**src/rtl/dct8x8_buf_feeder.sv**
```systemverilog
// Front end for the 8x8 DCT transpose buffer: packs pairs of image rows into
// 16-sample beats (four per block), tracks block framing and the per-block
// write-orientation flag, and flags upstream row-count errors.
module dct8x8_buf_feeder #(
  parameter int unsigned DATA_WIDTH = 8
) (
  input  logic                       clk,
  input  logic                       rst_n,
  input  logic                       feed_vld_i,
  input  logic [DATA_WIDTH*8-1:0]    feed_data_i,
  input  logic                       feed_last_i,
  output logic                       feed_rdy_i,
  output logic                       dct8x8_buf_vld_o,
  output logic [DATA_WIDTH*16-1:0]   dct8x8_buf_data_o,
  input  logic                       dct8x8_buf_rdy_o,
  output logic                       dct8x8_buf_wr_row_flag,
  output logic                       feed_blk_last_o,
  output logic                       feed_err_o
);

  logic                      half_vld_q, half_vld_d;
  logic [DATA_WIDTH*8-1:0]   low_half_q, low_half_d;
  logic                      out_vld_q, out_vld_d;
  logic [DATA_WIDTH*16-1:0]  data_q, data_d;
  logic                      blk_last_q, blk_last_d;
  logic [2:0]                row_cnt_q, row_cnt_d;
  logic [1:0]                beat_cnt_q, beat_cnt_d;
  logic                      wr_row_flag_q, wr_row_flag_d;
  logic                      err_q, err_d;
  logic                      in_xfer, out_xfer;

  // Ready and handshake decode; ready never depends on feed_vld_i.
  always_comb begin
    feed_rdy_i = ~half_vld_q | ~out_vld_q | dct8x8_buf_rdy_o;
    in_xfer    = feed_vld_i & feed_rdy_i;
    out_xfer   = out_vld_q & dct8x8_buf_rdy_o;
  end

  // Next-state logic for row pairing, beat/block framing and error tracking.
  always_comb begin
    half_vld_d    = half_vld_q;
    low_half_d    = low_half_q;
    out_vld_d     = out_vld_q;
    data_d        = data_q;
    blk_last_d    = blk_last_q;
    row_cnt_d     = row_cnt_q;
    beat_cnt_d    = beat_cnt_q;
    wr_row_flag_d = wr_row_flag_q;
    err_d         = err_q;

    if (out_xfer) begin
      out_vld_d  = 1'b0;
      beat_cnt_d = beat_cnt_q + 2'd1;
      // Orientation flips only once the block's final beat has left.
      if (blk_last_q) begin
        wr_row_flag_d = ~wr_row_flag_q;
      end
    end

    if (in_xfer) begin
      row_cnt_d = row_cnt_q + 3'd1;
      if (feed_last_i != (row_cnt_q == 3'd7)) begin
        err_d = 1'b1;
      end
      if (half_vld_q) begin
        data_d    = {feed_data_i, low_half_q};
        out_vld_d = 1'b1;
        half_vld_d = 1'b0;
        // beat_cnt_d already counts a beat leaving this same cycle, so it is
        // the in-block index of the beat being formed.
        blk_last_d = (beat_cnt_d == 2'd3);
      end else begin
        low_half_d = feed_data_i;
        half_vld_d = 1'b1;
      end
    end
  end

  // State registers; async reset discards any partially built block.
  always_ff @(posedge clk or negedge rst_n) begin
    if (!rst_n) begin
      half_vld_q    <= 1'b0;
      low_half_q    <= '0;
      out_vld_q     <= 1'b0;
      data_q        <= '0;
      blk_last_q    <= 1'b0;
      row_cnt_q     <= 3'd0;
      beat_cnt_q    <= 2'd0;
      wr_row_flag_q <= 1'b1;
      err_q         <= 1'b0;
    end else begin
      half_vld_q    <= half_vld_d;
      low_half_q    <= low_half_d;
      out_vld_q     <= out_vld_d;
      data_q        <= data_d;
      blk_last_q    <= blk_last_d;
      row_cnt_q     <= row_cnt_d;
      beat_cnt_q    <= beat_cnt_d;
      wr_row_flag_q <= wr_row_flag_d;
      err_q         <= err_d;
    end
  end

  // Output drive straight from registers.
  always_comb begin
    dct8x8_buf_vld_o       = out_vld_q;
    dct8x8_buf_data_o      = data_q;
    dct8x8_buf_wr_row_flag = wr_row_flag_q;
    feed_blk_last_o        = blk_last_q;
    feed_err_o             = err_q;
  end

endmodule

```
**config.mk**
```make
export PLATFORM = sky130hd
export DESIGN_NAME = dct8x8_buf_feeder
export DESIGN_NICKNAME = d
export VERILOG_FILES = /design/src/rtl/dct8x8_buf_feeder.sv
export SDC_FILE = /design/constraint.sdc
export NUM_CORES = 1
export LEC_CHECK = 0
export ABC_AREA = 1
export CORE_MARGIN = 1.5
export CORE_UTILIZATION = 50
export CTS_CLUSTER_DIAMETER = 50
export DETAILED_ROUTE_END_ITERATION = 10
export PLACE_DENSITY = 0.92
export SLEW_MARGIN = 20
export SYNTH_ARGS = -nofsm -noshare
export SYNTH_HDL_FRONTEND = slang
export SYNTH_SLANG_ARGS = --single-unit
```
**constraint.sdc**
```tcl
create_clock -name clk -period 3 [get_ports clk]
set_clock_uncertainty 0.2 [all_clocks]
set_input_delay 0.6 -clock clk [delete_from_list [all_inputs] [get_ports clk]]
set_output_delay 0.6 -clock clk [all_outputs]
set_load 0.02 [all_outputs]
```
==> results, run 1 <==
- The flow ran to the end, and the final reports show no timing, DRC or antenna violations.
- The most common library cell in the layout ignoring fill and taps is nand2_1.
- The mux cell area share after synthesis is 0.
- Of the total power, combinational logic draws 0.363.
- Of the available clock period, the critical path in the final layout requires 0.947.
- The number of different library cells in the post-synthesis netlist is 20.
- The fmax is 352 MHz.
- At the end of routability-driven placement, the weighted congestion stood at a little under 0.8.
- For this design the ratio of total power to cell area is 1010 mW/mm2.
- Detailed routing inserted a total of between 5000 and 6000 vias.
- After floorplanning, the core was sized to cover 0.0159 mm2.
- The height of the chip is 131 um.
- The number of buffers added on ports is between 200 and 250.
- The number of filler cells placed in the layout is roughly 1100.
- The worst-margin pin slew is roughly 0.57 ns.
- For this run, the register share of the synthesized area comes to 0.620.
- The initial antenna violation count is 0.
- The post-synthesis average cell area is slightly above 10 um2.
- The clock transition at the register clock pins on the worst setup and hold paths after CTS is approximately 0.060 ns.
- Clock latency on the worst-skew pair, taken at its later pin, is roughly 0.50 ns.
- The portion of total power attributed to the clock network is 0.257.
- Setup slack on the critical path of the routed design comes to around 0.16 ns.
- The worst setup path is captured at a primary output.
- The design internal power is ~7.3 mW.
- After detailed routing, the total wire length is 17.7 mm.
- Counting flops and latches in the post-synthesis netlist gives 202.
- The number of sinks driven by the clock tree is about 200.
- The share of synthesized cell area in and, or, nand and nor gates is 0.104.
- By startpoint and endpoint, the worst setup path is classified as input port to primary output.
- The final count of hold timing violations is 0.
- The number of standard cells after synthesis is around 790.
- The count of buffer and inverter cells on the critical path is 2.
- Setup repair after global routing left no endpoint under its margin.
- For the worst setup path, the data required time is approximately 2.2 ns.
- The number of buffers on the longest clock path is 3.
- After routing the design area is between 0.01 and 0.015 mm2.
- The cell area after synthesis is approximately 0.0082 mm2.
- The XOR/XNOR share of the synthesized area is 0.00322.
- The worst slack after detailed placement is approximately 0.16 ns.
- The multi-input combinational cells in the finished layout cover a total of between 0.002 and 0.0025 mm2.
- The die width is between 100 and 150 um.
- The footprint of the flip-flops and latches is about 0.0051 mm2.
- The count of nets left with antenna violations once routing finished came out at 0.
- The total net switching power is ~3.8 mW.
- Summed over all layers, the global routing overflow is 0.
- The max-slew violation count is 0.
- The critical-path maximum fanout is 5.
- For this run, the share of the core covered by cells in the final layout is 0.696.
- During synthesis, Yosys emitted a total of 0 warnings.
- The average wire per standard cell is ~15 um.
- The worst ir drop on vdd is 0.530 mV.
- The count of final setup violators is 0.
- The adder-cell share of the synthesized area is 0.00307.
- After detailed routing, the number of vias per cell comes to approximately 4.8.
- The cell that appears most often on the critical path is clkdlybuf4s50_1.
- STA classifies the critical path startpoint as an input port.
- The number of antenna diodes in the final layout is 0.
- The H-tree depth reported by CTS is 1.
- The leakage power of the design is approximately 5.3 nW.
- Once placement finished, the instance area stood at slightly above 0.01 mm2.
- The switching share of total power is 0.343.
- The via count of the first global-routing pass is about 5700.
- The combinational family with the most area after synthesis is compound AO/OA/AOI/OAI gates.
- Headroom to the max-slew limit came out at 0.618.
- The root buffer cell is clkbuf_16.
- The estimated wirelength of the detail-placed design is 11.9 mm.
- The first-iteration detailed-routing DRC count is about 280.
- The starting density of the core is 0.514.
- The signed area change from the synthesized netlist to the final layout is 35.4%.
- Max-cap violations in this run came to 0.
- Entering global routing, the biggest net connects 72 pins.
- In the final layout, the share of cells above drive strength 1 is 0.143.
- The sequential share of power is 0.380.
- The share of the synthesized area in compound gates (AO/OA/AOI/OAI) was 0.161.
- The full die area is between 0.015 and 0.02 mm2.
- The setup TNS after final layout is 0 ns.
- The total routing usage reported by global routing is 0.208.
- Grouping stages by cell kind, the critical path spends the most delay in buffers and inverters.
- The clock buffer count from CTS is 23.
- The I/O pin total is roughly 200.
- The number of placement rows is 46.
- The first TritonRoute pass finished after 4 iterations.
- The critical path data arrival time is ~2.0 ns.
- The layout net count is 1059.
- The worst min-delay path class is flop to flop.
- The post-synthesis net count is roughly 860.
- TritonCTS built the clock tree.
- The post-route minimum period is ~2.8 ns.
- The top cell types in the final layout, fill and taps aside, are nand2_1, dfrtp_1, clkdlybuf4s50_1.
- In this run the post-CTS setup repair buffer count came out at 0.
- The remaining routing DRC violations is 0.
- Final hold analysis gives a worst-case slack of between 0.2 and 0.3 ns.
- The largest stage delay on the critical path is 0.68 ns.
- Walking the worst path, the cells encountered are clkdlybuf4s50_1 -> nor2_1 -> nand2_1 -> clkdlybuf4s50_1.
- Among all stages on the critical path, the largest delay is contributed by clkdlybuf4s50_1.
- The first-pass GRT wire length is about 28 mm.
==> synth_stat cells (all sizes together) <==
library cell	n	share of area
clkbuf	5	0.0023
dfstp	1	0.0032
dfrtp	201	0.62
xnor2	3	0.0032
ha	2	0.0031
nor2	1	0.00046
nand3b	1	0.00092
o21ai	193	0.16
nand2	208	0.096
buf	37	0.047
o21bai	1	0.00092
and2	1	0.00077
inv	132	0.061
nand3	6	0.0052
==> flip-flops by register name, indices dropped and copies added, names as in the netlist <==
signal,flops
dct8x8_buf_wr_row_flag,1
low_half_q,64
feed_err_o,1
dct8x8_buf_data_o,128
half_vld_q,1
dct8x8_buf_vld_o,1
beat_cnt_q,2
feed_blk_last_o,1
row_cnt_q,3
==> per-stage QoR <==
| stage | total power [mW] | std cells |
|---|---|---|
| after detailed placement | 8.32 | 1178 |
| after global routing | 11.8 | 1221 |
| after CTS | 11.3 | 1221 |
| after global placement | 8.14 | 1178 |
| after floorplan | 6.40 | 792 |
| final | 11.1 | 1221 |
==> final cells by class <==
| cell class | instances | area share |
|---|---|---|
| Clock buffer | 34 | 0.0621 |
| Tap cell | 216 | 0.0245 |
| Sequential cell | 202 | 0.457 |
| Clock inverter | 8 | 0.00996 |
| Inverter | 132 | 0.0448 |
| Multi-Input combinational cell | 416 | 0.200 |
| Timing Repair Buffer | 213 | 0.201 |
==> what timing repair did <==
action                                  in CTS  in global routing
gates resized for setup                      0                  0
hold endpoints to repair                    67                  0
endpoints found under the setup margin       0                  0
hold buffers                                 1                  0
==> power by group through the flow <==
stage	sequential, mW	combinational (mW)	clock [mW]
3_3_place_gp	4.20	3.94	0
5_1_grt	4.35	4.38	3.03
2_1_floorplan	5.07	1.33	0
6_report	4.24	4.05	2.86
3_5_place_dp	4.25	4.07	0
4_1_cts	4.23	4.11	2.92
==> per-layer routing <==
metal / share of wire / up-vias / GRT usage
met5: 0 / - / 0
met4: 0.042 / 0 / 0.0924
met2: 0.51 / 157 / 0.360
met1: 0.40 / 2788 / 0.253
li1: - / 2866 / -
met3: 0.051 / 50 / 0.0403
==> worst paths after layout <==
check	startpoint	to	slack, ns	cells after the start
min in group asynchronous	rst_n	dct8x8_buf_data_o[83]$_DFFE_PN0P_	0.49	2
hold / removal	beat_cnt_q[1]$_DFF_PN0_	beat_cnt_q[1]$_DFF_PN0_	0.28	1
hold reg to reg	beat_cnt_q[1]$_DFF_PN0_	beat_cnt_q[1]$_DFF_PN0_	0.28	1
setup reg to reg	dct8x8_buf_vld_o$_DFF_PN0_	dct8x8_buf_data_o[119]$_DFFE_PN0P_	1.33	4
max in group asynchronous	rst_n	dct8x8_buf_wr_row_flag$_DFFE_PN1P_	1.37	3
setup / recovery	dct8x8_buf_rdy_o	feed_rdy_i	0.16	4
==> cell families after synthesis <==
family | after synthesis
simple gates | 217
buf+inv | 174
compound gates | 194
fa+ha+maj | 2
xor+xnor | 3
flops | 202
Note: power is estimated with default switching activity, not from simulation.
==> inputs of run 2 (changes only) <==
--- a/config.mk
+++ b/config.mk
@@ -7,10 +7,10 @@
 export LEC_CHECK = 0
 export ABC_AREA = 1
 export CORE_MARGIN = 1.5
-export CORE_UTILIZATION = 50
+export CORE_UTILIZATION = 45
 export CTS_CLUSTER_DIAMETER = 50
 export DETAILED_ROUTE_END_ITERATION = 10
-export PLACE_DENSITY = 0.92
+export PLACE_DENSITY = 0.88
 export SLEW_MARGIN = 20
 export SYNTH_ARGS = -nofsm -noshare
 export SYNTH_HDL_FRONTEND = slang
==> constraint.sdc (replaced) <==
create_clock -name clk -period 2.4 [get_ports clk]
set_clock_uncertainty 0.2 [all_clocks]
set_input_delay 0.48 -clock clk [delete_from_list [all_inputs] [get_ports clk]]
set_output_delay 0.48 -clock clk [all_outputs]
set_load 0.02 [all_outputs]
==> results, run 2 (same netlist as run 1, synthesis figures left out) <==
- The category of the critical setup timing path is flop to primary output.
- The number of placement rows is 49 (+6.5%).
- The clock transition at the register clock pins on the worst setup and hold paths after CTS is 0.06 ns (about the same).
- The portion of the clock cycle consumed by the worst path in the final layout is 0.988.
- The starting density of the core is 0.456 (-0.0579).
- Setup repair after global routing left no endpoint under its margin.
- The height of the chip came to 138 um (+5.3%).
- The signed area change from the synthesized netlist to the final layout is 36.3%.
- The worst-case setup margin in the final layout is 0.0284 ns (-0.131 ns).
- Broken down by cell family, the worst path's largest delay share belongs to buffers and inverters.
- The number of buffers on the longest clock path is 3 (unchanged).
- The full die area is 0.0190 mm2 (+11%).
- The worst setup path is launched from a flop.
- The reported max-cap violation count is 0 (unchanged).
- The worst-case headroom to the max-slew limit is 0.717 (+0.0994).
- The I/O pin total is 202 (unchanged).
- The max-slew violation count is 0 (unchanged).
- The placeable core region is 0.0179 mm2 (+13%).
- The count of non-filler cells in the finished layout came to 1237 (+1.3%).
- The total overflow reported by the global router came to 0 (unchanged).
- The number of filler cells placed in the layout is 1408 (+23%).
- The source-to-sink clock delay at the later pin of the worst-skew pair is 0.50 ns (about the same).
- The routed via count divided by cell count is 4.71 (-1.9%).
- The remaining routing DRC violations is 0 (unchanged).
- The flow ran to the end, and the final reports show no timing, DRC or antenna violations.
- The final count of hold timing violations came to 0 (unchanged).
- The die width is 138 um (+5.3%).
- The via count of the first global-routing pass is 5698 (-0.47%).
- The share of the core filled with cells is 0.621 (-0.0745).
- The power consumption came to 13.9 mW (+25%).
- The critical-path maximum fanout is 2 (-3).
- The library cells used most frequently in the layout, excluding fill and tap cells, are nand2_1, dfrtp_1, clkdlybuf4s50_1.
- The first-iteration detailed-routing DRC count is 175 (-37%).
- The root buffer cell is clkbuf_16.
- The number of flip-flops under the largest register name was 128 (unchanged).
- The iteration count of the initial detailed-routing pass is 5 (+1).
- The worst-margin pin slew was 0.424 ns (-0.149 ns).
- The first-pass GRT wire length was 28.0 mm (+0.39%).
- The count of placed standard cells including taps came to 1194 (+1.4%).
- The count of final setup violators was 0 (unchanged).
- The final instance area is 0.0111 mm2 (+0.62%).
- The count of nets left with antenna violations after detail routing is 0 (unchanged).
- The total routing usage reported by global routing is 0.187 (-0.0210).
- The path class of the tightest hold or removal check is flop to flop.
- The largest stage delay on the critical path is 0.64 ns (-0.04 ns).
- The estimated wirelength of the detail-placed design came to 11.9 mm (-0.34%).
- The post-placement cell area is 0.0103 mm2 (+0.62%).
- The average wire per standard cell is 14.2 um (-1.9%).
- The number of buffers added on ports came to 201 (unchanged).
- The worst slack after detailed placement came to -0.203 ns (-0.363 ns).
- The count of buffer and inverter cells on the critical path is 1 (-1).
- Traced cell by cell, the critical path runs through clkdlybuf4s50_1.
- The initial antenna violation count came to 1 (+1).
- The share of layout cells above drive strength 1 was 0.147 (+0.00369).
- The overall routed net length is 17.6 mm (-0.65%).
- The final weighted congestion in routability-driven placement was 0.764 (-1.6%).
- Timing would allow up to about 420 MHz.
- The post-route minimum period is roughly 2.4 ns.
- The clock buffer count from CTS is 24 (+4.3%).
- The worst ir drop on vdd is 0.722 mV (+36%).
- For this design, the slowest cell found on the critical path is clkdlybuf4s50_1.
- The clock tree from TritonCTS is done.
- The largest net degree at the start of global routing came to 59 (-18%).
- The total via count after detailed routing is 5823 (-0.65%).
- The number of sinks driven by the clock tree is 202 (unchanged).
- The power density over the cells was 1250 mW/mm2 (+24%).
- The H-tree depth reported by CTS is 1 (unchanged).
- The leakage power of the design is 5.35 nW (+0.41%).
- The worst setup path is captured at a primary output.
- The critical path data arrival time is 1.69 ns (-0.35 ns).
- The most common library cell in the layout ignoring fill and taps is nand2_1.
- The layout net count is 1063 (+0.38%).
- The critical path data required time came to 1.72 ns (-0.48 ns).
run 2: power by group:
| group | internal [mW] | leakage (nW) | switching, mW |
|---|---|---|---|
| Combinational | 2.33 | 2.44 | 2.73 |
| Clock | 2.20 | 0.395 | 1.38 |
| Sequential | 4.61 | 2.51 | 0.682 |
run 2: repair_timing:
| item | 4_1_cts | 5_1_grt |
|---|---|---|
| resized for setup | 1 | 0 |
| hold buffers | 1 | 0 |
| setup endpoints to repair | 1 | 0 |
| hold endpoints to repair | 44 | 0 |
| setup buffers | 0 | 0 |
run 2: metal layers:
metal  vias to the layer above  part of all wire  track usage  routed length (um)
met4                         0             0.042       0.0930                 744
met1                      2722              0.40        0.223                7080
met2                       177              0.50        0.321                8880
li1                       2869                 -            -                   -
met5                         -                 0            0                   0
met3                        55             0.051       0.0364                 898
run 2: final cells by class:
class,instances,area (um2),area share
Tap cell,229,287,0.0258
Multi-Input combinational cell,416,2210,0.199
Clock buffer,33,716,0.0643
Timing Repair Buffer,216,2270,0.204
Sequential cell,202,5060,0.455
Antenna cell,1,2.50,0.000225
Inverter,132,495,0.0445
Clock inverter,8,85.1,0.00765
run 2: path summary, 6_finish.rpt:
check,start,end,slack [ns],depth (start not counted)
max in group asynchronous,rst_n,low_half_q[18]$_DFFE_PN0P_,1.02,3
min in group asynchronous,rst_n,low_half_q[52]$_DFFE_PN0P_,0.30,2
max,dct8x8_buf_wr_row_flag$_DFFE_PN1P_,dct8x8_buf_wr_row_flag,0.03,1
min reg2reg,beat_cnt_q[1]$_DFF_PN0_,beat_cnt_q[1]$_DFF_PN0_,0.28,1
max reg2reg,dct8x8_buf_vld_o$_DFF_PN0_,dct8x8_buf_data_o[18]$_DFFE_PN0P_,0.78,5
min,beat_cnt_q[1]$_DFF_PN0_,beat_cnt_q[1]$_DFF_PN0_,0.28,1
run 2: metrics by stage:
step,hold slack [ns],setup TNS (ns)
floorplan,-0.0156,0
global placement,0.259,-0.180
detailed placement,0.264,-0.203
CTS,0.277,0
global route,0.294,0
finish,0.276,0
==> inputs of run 3 (changes only) <==
--- a/config.mk
+++ b/config.mk
@@ -7,10 +7,9 @@
 export LEC_CHECK = 0
 export ABC_AREA = 1
 export CORE_MARGIN = 1.5
-export CORE_UTILIZATION = 45
-export CTS_CLUSTER_DIAMETER = 50
+export CORE_UTILIZATION = 49
 export DETAILED_ROUTE_END_ITERATION = 10
-export PLACE_DENSITY = 0.88
+export PLACE_DENSITY = 0.91
 export SLEW_MARGIN = 20
 export SYNTH_ARGS = -nofsm -noshare
 export SYNTH_HDL_FRONTEND = slang
==> constraint.sdc (replaced) <==
create_clock -name clk -period 2.5 [get_ports clk]
set_clock_uncertainty 0.2 [all_clocks]
set_input_delay 0.5 -clock clk [delete_from_list [all_inputs] [get_ports clk]]
set_output_delay 0.5 -clock clk [all_outputs]
set_load 0.02 [all_outputs]
==> results, run 3 (same netlist as run 1, synthesis figures left out) <==
- The number of buffers inserted to repair setup after CTS is 0 (unchanged).
- The count of buffer and inverter cells on the critical path is 1 (unchanged).
- The critical-path maximum fanout was 2 (unchanged).
- The tree is rooted in a clkbuf_16.
- The run finished with clean final reports.
- The overall routed net length came to 18.0 mm (+2.2%).
- The clock transition at the register clock pins on the worst setup and hold paths after CTS came to 0.06 ns (about the same).
- The die width came to 132 um (-4.1%).
- The critical path data required time is 1.80 ns (+0.08 ns).
- The fmax is between 400 and 500 MHz.
- The worst-case setup margin in the final layout is 0.156 ns (+0.128 ns).
- The number of filler cells placed in the layout was 1139 (-19%).
- STA classifies the critical path startpoint as a flop.
- The worst-case headroom to the max-slew limit was 0.665 (-0.0518).
- The share of layout cells above drive strength 1 is 0.144 (-0.00298).
- The endpoint kind of the worst setup timing path is a primary output.
- The remaining routing DRC violations came to 0 (unchanged).
- The max-slew violation count came to 0 (unchanged).
- The total via count after detailed routing was 5852 (+0.50%).
- The count of final setup violators came to 0 (unchanged).
- The H-tree depth reported by CTS is 1 (unchanged).
- The share of the core filled with cells is 0.687 (+0.0658).
- The I/O pin total is 202 (unchanged).
- The source-to-sink clock delay at the later pin of the worst-skew pair is 0.48 ns (-0.02 ns).
- The leakage power of the design is 5.32 nW (-0.56%).
- The full die area was 0.0174 mm2 (-8.0%).
- From synthesis to final layout, the design area changed by 35.2%.
- The first-pass GRT wire length is 29.9 mm (+6.7%).
- The estimated wirelength of the detail-placed design is 12.2 mm (+2.7%).
- The first-iteration detailed-routing DRC count came to 318 (+82%).
- In the layout the commonest cells are nand2_1, dfrtp_1, clkdlybuf4s50_1.
- The min-delay analysis places its worst path in the category flop to flop.
- The starting density of the core came to 0.508 (+0.0524).
- The average wire per standard cell is 14.7 um (+3.3%).
- The slowest cell on the critical path is clkdlybuf4s50_1.
- The largest net degree at the start of global routing is 60 (+1.7%).
- The critical path is of the flop to primary output type.
- The most common library cell in the layout ignoring fill and taps is nand2_1.
- The number of buffers added on ports was 201 (unchanged).
- The layout net count is 1064 (+0.094%).
- The height of the chip is 132 um (-4.1%).
- The largest stage delay on the critical path is 0.63 ns (about the same).
- The critical path data arrival time is 1.64 ns (-0.05 ns).
- The signal on the critical path passes through clkdlybuf4s50_1.
- The number of sinks driven by the clock tree is 202 (unchanged).
- The reported max-cap violation count is 0 (unchanged).
- The worst ir drop on vdd is 0.693 mV (-3.9%).
- The number of flip-flops under the largest register name is 128 (unchanged).
- The top cell family by delay on the critical path is buffers and inverters.
- The count of nets left with antenna violations after detail routing was 0 (unchanged).
- The total routing usage reported by global routing is 0.211 (+0.0245).
- The portion of the clock cycle consumed by the worst path in the final layout is 0.937.
- The clock tree from TritonCTS is done.
- The final count of hold timing violations was 0 (unchanged).
- The worst path needs roughly 2.3 ns of the cycle, external delays included.
- The number of placement rows is 46 (-6.1%).
- The number of buffers on the longest clock path is 3 (unchanged).
- Setup repair after global routing left no endpoint under its margin.
- The iteration count of the initial detailed-routing pass was 4 (-1).
- The routed via count divided by cell count is 4.78 (+1.6%).
- The placeable core region is 0.0161 mm2 (-10%).
- The initial antenna violation count is 0 (-1).
- The clock buffer count from CTS is 21 (-13%).
- The via count of the first global-routing pass is 5915 (+3.8%).
- The final weighted congestion in routability-driven placement is 0.802 (+5.0%).
- The total overflow reported by the global router is 0 (unchanged).
- The setup TNS after final layout is 0 ns (unchanged).
- The power density over the cells is 1180 mW/mm2 (-5.7%).
- The worst slack after detailed placement was -0.0566 ns (+0.146 ns).
- The worst-margin pin slew was 0.502 ns (+0.0778 ns).
## run 3: changes by cell type in the layout (fill, tap and decap cells not counted)
cell	delta
clkbuf_16	-4
buf_4	+3
clkbuf_1	+3
inv_6	-3
buf_12	+1
clkbuf_8	+1
clkinv_2	+1
clkinvlp_4	-1
inv_8	-1
## run 3: layout make-up
cell class              instances  area, um2  share of cell area
inverters                     132        495              0.0449
well taps                     216        270              0.0245
clock inverters                 4       45.0             0.00408
clock buffers                  33        641              0.0581
multi-input cells             416       2210               0.201
diodes                          1       2.50            0.000227
flip-flops and latches        202       5060               0.458
repair buffers                220       2310               0.209
## run 3: timing repair
item / CTS / global route
hold buffers: 1 / 0
resized for setup: 1 / 0
hold endpoints to repair: 54 / 0
endpoints found under the setup margin: 1 / 0
## run 3: final timing paths
kind,to,start,slack (ns),cells after the start
worst max-delay path,dct8x8_buf_wr_row_flag,dct8x8_buf_wr_row_flag$_DFFE_PN1P_,0.16,1
worst min-delay path,beat_cnt_q[1]$_DFF_PN0_,beat_cnt_q[1]$_DFF_PN0_,0.27,1
max in group asynchronous,dct8x8_buf_wr_row_flag$_DFFE_PN1P_,rst_n,1.04,3
worst max register to register,dct8x8_buf_data_o[112]$_DFFE_PN0P_,dct8x8_buf_vld_o$_DFF_PN0_,0.92,6
min in group asynchronous,dct8x8_buf_data_o[82]$_DFFE_PN0P_,rst_n,0.36,2
worst min register to register,beat_cnt_q[1]$_DFF_PN0_,beat_cnt_q[1]$_DFF_PN0_,0.27,1
## run 3: routing by layer
metal | global-route usage | wire (um)
met4 | 0.0858 | 537
met2 | 0.372 | 9450
met1 | 0.259 | 7240
met3 | 0.0338 | 755
met5 | 0 | 0
## run 3: stage by stage
step                      std cells  power [mW]  hold WS [ns]  area [um2]
after detailed placement       1185        10.0         0.264       10300
after global routing           1223        13.8         0.299       11000
after CTS                      1223        13.2         0.276       11000
after floorplan                 792        7.68       0.00441        8160
after global placement         1185        9.82         0.257       10300
final                          1224        13.0         0.272       11000
## run 3: power breakdown
group,leakage [nW],total (mW),internal [mW],switching (mW)
sequential,2.51,5.07,4.43,0.649
clock,0.341,3.06,1.86,1.20
combinational,2.47,4.91,2.26,2.65
